<file path="src/rtl/buffer_stream_engine.sv">
// Streaming copy engine for one BufferInterconnect port: reads src, skids returned data, writes dst.
// Optional forward-overlap start rejection is compiled in with `define BUF_STREAM_OVERLAP_CHECK_EN.
module buffer_stream_engine #(
  parameter int ADDR_W = 32,
  parameter int DATA_W = 32,
  parameter int LEN_W  = 16,
  parameter int RD_LAT = 5
) (
  input  logic                     clk,
  input  logic                     rstn,
  input  logic                     start,
  input  logic [ADDR_W-1:0]        src_base,
  input  logic [ADDR_W-1:0]        dst_base,
  input  logic [LEN_W-1:0]         len,
  input  logic                     hold,
  output logic                     busy,
  output logic                     done,
  output logic                     err,
  output logic [2*ADDR_W+DATA_W:0] ram_req,
  input  logic [DATA_W-1:0]        ram_rdata
);
  localparam int FDEPTH = RD_LAT + 1;
  localparam int PTR_W  = $clog2(FDEPTH);
  localparam int CNT_W  = $clog2(FDEPTH + 1);

  localparam logic [1:0] S_IDLE  = 2'd0;
  localparam logic [1:0] S_ISSUE = 2'd1;
  localparam logic [1:0] S_DRAIN = 2'd2;
  localparam logic [1:0] S_FIN   = 2'd3;

  logic [1:0]        state;
  logic [ADDR_W-1:0] src_q, dst_q, raddr, waddr;
  logic [LEN_W-1:0]  len_q, rd_cnt, wr_cnt;
  logic [DATA_W-1:0] wdata;
  logic              wren;
  logic [RD_LAT-1:0] vld_pipe;
  logic [DATA_W-1:0] fifo_mem [FDEPTH];
  logic [PTR_W-1:0]  wp, rp;
  logic [CNT_W-1:0]  fcnt, outst;

  logic              hazard, accept, rd_want, issue, pop, push, credit;
  logic              rd_last, wr_last;
  logic [ADDR_W-1:0] rd_base;
  logic [LEN_W-1:0]  rd_off, cur_len;

  // Bus layout toward the interconnect: {raddr, waddr, wdata, wren}.
  assign ram_req = {raddr, waddr, wdata, wren};
  assign push    = vld_pipe[RD_LAT-1];

  function automatic logic [PTR_W-1:0] ptr_inc(input logic [PTR_W-1:0] p);
    return (p == PTR_W'(FDEPTH - 1)) ? '0 : p + 1'b1;
  endfunction

`ifdef BUF_STREAM_OVERLAP_CHECK_EN
  always_comb begin
    hazard = (dst_base > src_base) &&
             ({1'b0, dst_base} < ({1'b0, src_base} + (ADDR_W+1)'(len)));
  end

  always_ff @(posedge clk) begin
    if (rstn) err <= 1'b0;
    else      err <= (state == S_IDLE) && start && hazard;
  end
`else
  assign hazard = 1'b0;
  assign err    = 1'b0;
`endif

  // outst counts every word issued but not yet written (pipe + FIFO), so the
  // credit test also bounds FIFO occupancy; a same-cycle pop frees a slot.
  always_comb begin
    accept  = (state == S_IDLE) && start && !hazard;
    pop     = (fcnt != '0) && !hold;
    credit  = (outst - CNT_W'(pop)) < CNT_W'(FDEPTH);
    rd_want = (state == S_IDLE) ? (accept && (len != '0)) : (state == S_ISSUE);
    issue   = rd_want && !hold && credit;
    rd_base = (state == S_IDLE) ? src_base : src_q;
    rd_off  = (state == S_IDLE) ? '0 : rd_cnt;
    cur_len = (state == S_IDLE) ? len : len_q;
    rd_last = issue && ((rd_off + LEN_W'(1)) == cur_len);
    wr_last = pop && ((wr_cnt + LEN_W'(1)) == len_q);
  end

  always_ff @(posedge clk) begin
    if (push) fifo_mem[wp] <= ram_rdata;
  end

  always_ff @(posedge clk) begin
    if (rstn) begin
      state    <= S_IDLE;
      busy     <= 1'b0;
      done     <= 1'b0;
      src_q    <= '0;
      dst_q    <= '0;
      len_q    <= '0;
      rd_cnt   <= '0;
      wr_cnt   <= '0;
      raddr    <= '0;
      waddr    <= '0;
      wdata    <= '0;
      wren     <= 1'b0;
      vld_pipe <= '0;
      wp       <= '0;
      rp       <= '0;
      fcnt     <= '0;
      outst    <= '0;
    end else begin
      done     <= 1'b0;
      wren     <= pop;
      vld_pipe <= {vld_pipe[RD_LAT-2:0], issue};
      fcnt     <= fcnt + CNT_W'(push) - CNT_W'(pop);
      outst    <= outst + CNT_W'(issue) - CNT_W'(pop);

      if (issue) raddr <= rd_base + ADDR_W'(rd_off);
      if (push)  wp <= ptr_inc(wp);
      if (pop) begin
        waddr  <= dst_q + ADDR_W'(wr_cnt);
        wdata  <= fifo_mem[rp];
        rp     <= ptr_inc(rp);
        wr_cnt <= wr_cnt + LEN_W'(1);
      end

      case (state)
        S_IDLE: begin
          if (accept) begin
            src_q  <= src_base;
            dst_q  <= dst_base;
            len_q  <= len;
            busy   <= 1'b1;
            wr_cnt <= '0;
            rd_cnt <= issue ? LEN_W'(1) : '0;
            if (len == '0)   state <= S_FIN;
            else if (rd_last) state <= S_DRAIN;
            else              state <= S_ISSUE;
          end
        end
        S_ISSUE: begin
          if (issue) begin
            rd_cnt <= rd_cnt + LEN_W'(1);
            if (rd_last) state <= S_DRAIN;
          end
        end
        S_DRAIN: begin
          if (wr_last) state <= S_FIN;
        end
        default: begin
          done  <= 1'b1;
          busy  <= 1'b0;
          state <= S_IDLE;
        end
      endcase
    end
  end

endmodule

</file>
<file path="config.mk">
export PLATFORM = sky130hd
export DESIGN_NAME = buffer_stream_engine
export DESIGN_NICKNAME = d
export VERILOG_FILES = /design/src/rtl/buffer_stream_engine.sv
export SDC_FILE = /design/constraint.sdc
export NUM_CORES = 1
export LEC_CHECK = 0
export ABC_AREA = 0
export BUFFER_PORTS_ARGS = -buffer_cell sky130_fd_sc_hd__buf_2
export CAP_MARGIN = 10
export CORE_MARGIN = 4
export CORE_UTILIZATION = 24
export DETAILED_ROUTE_END_ITERATION = 16
export PLACE_DENSITY_LB_ADDON = 0.15
export SKIP_CTS_REPAIR_TIMING = 1
export SYNTH_ARGS = -nofsm -noshare
export SYNTH_HDL_FRONTEND = slang
export SYNTH_SLANG_ARGS = --single-unit
export TNS_END_PERCENT = 1
</file>
<file path="constraint.sdc">
create_clock -name clk -period 6.8 [get_ports clk]
set_input_delay 0 -clock clk [delete_from_list [all_inputs] [get_ports clk]]
set_output_delay 0 -clock clk [all_outputs]
set_load 0.005 [all_outputs]
</file>
# Yosys cells after proc, flatten, opt, wreduce, memory -nomap -nowiden
# Memory sizes are Yosys's and may differ from the RTL's. A register that Yosys moved wholly into a read port is not among the register bits.
# Cells that the tools add are included.
[word_totals]
ff_bits = 198
ramBits = 192
out_inout_bits = 100
elab_cells = 85
memories = 1
[mem_list]
columns = ["name", "depth", "word_bits", "read_ports", "rd_clocked_by_memory_dff", "wr", "line", "text"]
rows = [
  ["fifo_mem", 6, 32, 1, 1, 1, "37", "logic [DATA_W-1:0] fifo_mem [FDEPTH];"],
]
[op_classes]
add_sub_neg = 12
n_lt_le_gt_ge = 1
n_eq_ne = 10
mux = 25
bitwise_logic = 1
n_reduce_logical = 19
[ops]
columns = ["operator", "n"]
rows = [
  ["$mux 16", 7],
  ["$add 32x16->32", 2],
  ["$add 16x1->16 const B", 3],
  ["$eq 16x16->1", 2],
  ["$mux 32", 1],
  ["$pmux 16 s2", 1],
  ["$logic_not 16->1", 1],
  ["$reduce_bool 16->1", 1],
  ["$mux 2", 6],
  ["$sub 3x1->3", 3],
  ["$ne 2x2->1 const B", 4],
  ["$logic_and 1x1->1", 7],
  ["$add 3x1->3", 2],
  ["$add 3x1->3 const B", 2],
  ["$eq 3x3->1 const B", 2],
  ["$mux 1", 6],
  ["$mux 3", 2],
  ["$pmux 2 s3", 1],
  ["$reduce_and 2->1", 2],
  ["$reduce_and 4->1", 1],
  ["$lt 3x3->1 const B", 1],
  ["$reduce_and 3->1", 1],
  ["$reduce_bool 3->1", 1],
  ["$reduce_or 3->1", 1],
  ["8 further kinds", 8],
]

# Longest topological paths before layout
[depth]
word_depth = 11
ltp_mapped = 22
mapped_depth_nobuf = 14

# Worst setup path before layout
# No wires, ideal clock.
[synth_timing]
kind = "register -> register"
start = "reg state[0]"
end = "reg raddr[20]"
setup_ns = 0.062
arrival_ns = 4.653
path_slack_ns = 2.085
path_stages_with_launch = 23
path_buffers = 8
synth_period_minus_slack_ns = 4.715
path_cell_list = "dfxtp_1 inv_1 ha_1 buf_4 buf_2 buf_2 buf_2 buf_4 buf_2 buf_2 mux2_2 ha_1 inv_1 fa_1 nor2b_4 o21ai_2 a21boi_2 or4b_4 a41oi_4 o32ai_2 buf_6 or4_1 nand3_1"
[synth_between]
elab_chain_len = 6
word_cells_on_any_way = 10
cone_classes = "add/sub: 1; eq/ne: 1; mux: 3; reduce/logical: 5"
[synth_lines]
columns = ["element", "line", "text"]
rows = [
  ["from (decl)", "31", "logic [1:0] state;"],
  ["from (signal assigned)", "90", "state <= S_IDLE;"],
  ["from (signal assigned)", "132", "if (len == '0) state <= S_FIN;"],
  ["from (signal assigned)", "133", "else if (rd_last) state <= S_DRAIN;"],
  ["parallel branches: the longest is 6 deep, another holds $add 32x16->32", "n/a", ""],
  ["to (signal assigned)", "114", "if (issue) raddr <= rd_base + ADDR_W'(rd_off);"],
  ["to (decl)", "32", "logic [ADDR_W-1:0] src_q, dst_q, raddr, waddr;"],
]
# Several ways; the timed one is not identified.
# A chain may end at the register's enable or synchronous reset.

# Final worst setup path
[layout_timing]
start = "reg state[0]"
end = "reg outst[2]"
[layout_between]
elab_chain_len = 8
word_cells_on_any_way = 9
cone_classes = "add/sub: 2; eq/ne: 1; mux: 1; reduce/logical: 5"
[layout_lines]
columns = ["element", "line", "text"]
rows = [
  ["$logic_not 2->1", "72, 75", ""],
  ["$logic_and 1x1->1", "72", "accept = (state == S_IDLE) && start && !hazard;"],
  ["$logic_and 1x1->1", "75", "rd_want = (state == S_IDLE) ? (accept && (len != '0)) : (state == S_ISSUE);"],
  ["$mux 1 *", "75", ""],
  ["$logic_and 1x1->1 * (2 in series)", "76", "issue = rd_want && !hold && credit;"],
  ["$add 3x1->3 *", "112", "outst <= outst + CNT_W'(issue) - CNT_W'(pop);"],
  ["$sub 3x1->3 *", "112", ""],
  ["to (signal assigned)", "112", ""],
  ["to (decl)", "39", "logic [CNT_W-1:0] fcnt, outst;"],
]
# Every way passes the cells marked *; elsewhere a longest branch is shown, timed or not.

==> flow_summary.ini <==
[power]
max-vdd-ir-drop_uv = 204
p_leak_nw = 9.15
powerDensity_mw_per_mm2 = 333

[layout]
diodes = 0
register_area_mm2 = 0.0104
final_common_cell = nand2_1
fin_cells = 3286
final_cell_mix = nand2_1 (322), dfxtp_1 (227), buf_2 (213)
stdcell_area_mm2 = 0.0248
synthToLayoutAreaGrowth_pct = 26.8
final_nets = 2353
layout-drive-gt1-share_pct = 18.2
multiInputGateArea_mm2 = 0.00861
nFillCells = 8416

[drt]
drt_wl_total_um = 63700
drtIter0Drc = 696
final_antenna_net_count = 0
drc = 0
routed-wl-met2_um = 30500
route.vias.total = 15100
wl_per_cell_um = 19.4
dr.pass1.iters = 5
top_layer = met4
viasPerCell = 4.59
m1WireLength_um = 29200
wl_met3_um = 2760

[synth]
synthArstFlopShare_pct = 0
syn_inst = 1875
synth_cell_type_count = 80
ys_seq_area_share_pct = 53.0
synth_compound_area_share_pct = 11.2
synth.area.mux_share_pct = 7.78
synth_xor_area_share_pct = 5.28
syn-cell-area_mm2 = 0.0196
synth_top_family_by_area = simple AND/OR/NAND/NOR gates
syn_nets = 2040
synth_enable_flop_cells = 192
yosys.area_share.simple_pct = 16.0
synth_adder_area_share_pct = 3.34
ys_warn_count = 0
synth_flop_cell = dfxtp_1
syn_avg_cell_area_um2 = 10.4
ys_ff_latch = 422

[sta]
fmax_mhz = 219
fin_ws_ps = 2230
fin_tns_setup_ps = 0
slew_headroom_pct = 26.7
hold_violations = 0
setup_viol_count_final = 0
finalCritPeriodShare_pct = 67.2
rsz0062_at_grt = false
fin_crit_ps = 4570
worst_clock_skew_ps = 32.0
slew_viol_final = 0
worst_slew_pin_slew_ps = 1100

[placed_design]
dp.cells = 3050
place_ws_ps = 2140
gp_congestion = 0.765
place_area_mm2 = 0.0217
dp_hpwl_um = 41400
port_buffers = 214

[global_route]
grt_pass1_vias = 15100
grt.total_usage_pct = 14.4
antenna_found_initial = 0
grt_start_max_net_pins = 81
grt_first_pass_wirelength_um = 95300
overflow = 0

[setup_path]
crit_family = adder cells
worstSetupPathType = reg -> reg
cp-end-kind = flop
worstSetupStartpointType = flop
worstPathMaxFanout = 61
cpMaxStageDelayCell = ha_4
crit_path_cell_trace = inv_1 > ha_4 > nand2_4 > a21oi_1 > o21ai_0 > a21oi_4 > buf_4 > inv_2 > ha_1 > inv_1 > ha_1 > fa_1 > xnor2_1 > nor2_1
cp.arrival_ps = 4990
cp.required_ps = 7230
cp_num_buf_inv = 4
slowest_delay_ps = 680

[floorplan]
initial_core_util_pct = 24.2
die_w_um = 293
fp.coreArea_mm2 = 0.0807
die_y_um = 293
num_rows = 104
ioPinCount = 216
dieArea_mm2 = 0.0861

[clock_network]
cts_root_buf = clkbuf_16
htreeDepth = 2
clock-sinks = 422
clockBufferDepth = 3
cts_tree = done
clock_latency_ps = 600
cts_buffers = 51
path_clk_slew_ps = 60

[worst_hold_path]
hold_class = in -> reg

[flow_run]
drv_cap = 0

[outcome]
status = finished, final reports clean
per-layer routing:
layer  up-vias  global-route usage [%]
li1       7358                       -
met1      7361                    18.8
met2       290                    24.6
met3        71                    2.91
met4         0                    3.20
met5         -                       0
final timing paths:
check	startpoint	to	slack, ps	depth (start not counted)
setup / recovery	state[0]	outst[2]	2230	14
hold / removal	ram_rdata[16]	fifo_mem[4][16]	180	2
setup reg to reg	state[0]	outst[2]	2230	14
hold reg to reg	vld_pipe[2]	vld_pipe[3]	440	1
flip-flops by register name (all words and copies together), names as in the netlist, 5 cells and up:
| signal | flops |
|---|---|
| rd_cnt | 16 |
| len_q | 16 |
| wdata | 32 |
| dst_q | 32 |
| vld_pipe | 5 |
| raddr | 32 |
| waddr | 32 |
| src_q | 32 |
| wr_cnt | 16 |
| fifo_mem | 192 |
cell type report:
cell class / instances / share of cell area, %
Clock buffer: 67 / 5.72
Clock inverter: 24 / 0.933
Inverter: 39 / 0.600
Multi-Input combinational cell: 1294 / 34.7
Sequential cell: 422 / 41.8
Tap cell: 1060 / 5.35
Timing Repair Buffer: 380 / 10.8
Yosys cell counts (35+ instances only):
cell type	instances	share of area [%]
xnor2_1	69	3.1
inv_1	37	0.71
mux2i_1	53	2.7
o211ai_1	35	1.3
dfxtp_1	230	24
nand2_1	323	6.2
xor2_1	49	2.2
a21oi_1	185	4.7
nor2_1	99	1.9
clkbuf_1	78	1.5
ha_1	45	2.9
edfxtp_1	192	29
nand3_1	49	1.3
metrics by stage:
stage / util (%) / hold WS (ps) / power, mW
after floorplan: - / 98.9 / 4.74
after global placement: 26.9 / 244 / 5.56
after detailed placement: 26.9 / 250 / 5.59
after CTS: 28.9 / -418 / 8.35
after global routing: 30.7 / 165 / 8.80
final: 30.7 / 179 / 8.25
where the power goes:
| group | leakage, nW | internal (mW) | switching, mW |
|---|---|---|---|
| logic | 4.75 | 0.976 | 1.39 |
| registers | 3.60 | 2.93 | 0.274 |
| clock network | 0.798 | 1.55 | 1.13 |
cell families (layout without fill, tap and decap cells):
logic type	count (synthesis)	after routing
and+or+nand+nor	666	666
xor gates and xnor gates	118	118
AOI/OAI and AO/OA	351	351
DFF	422	422
adders and majority gates	50	50
buffers and inverters	159	510
other	1	1
muxes	108	108
Power figures use the tool's default switching activity.
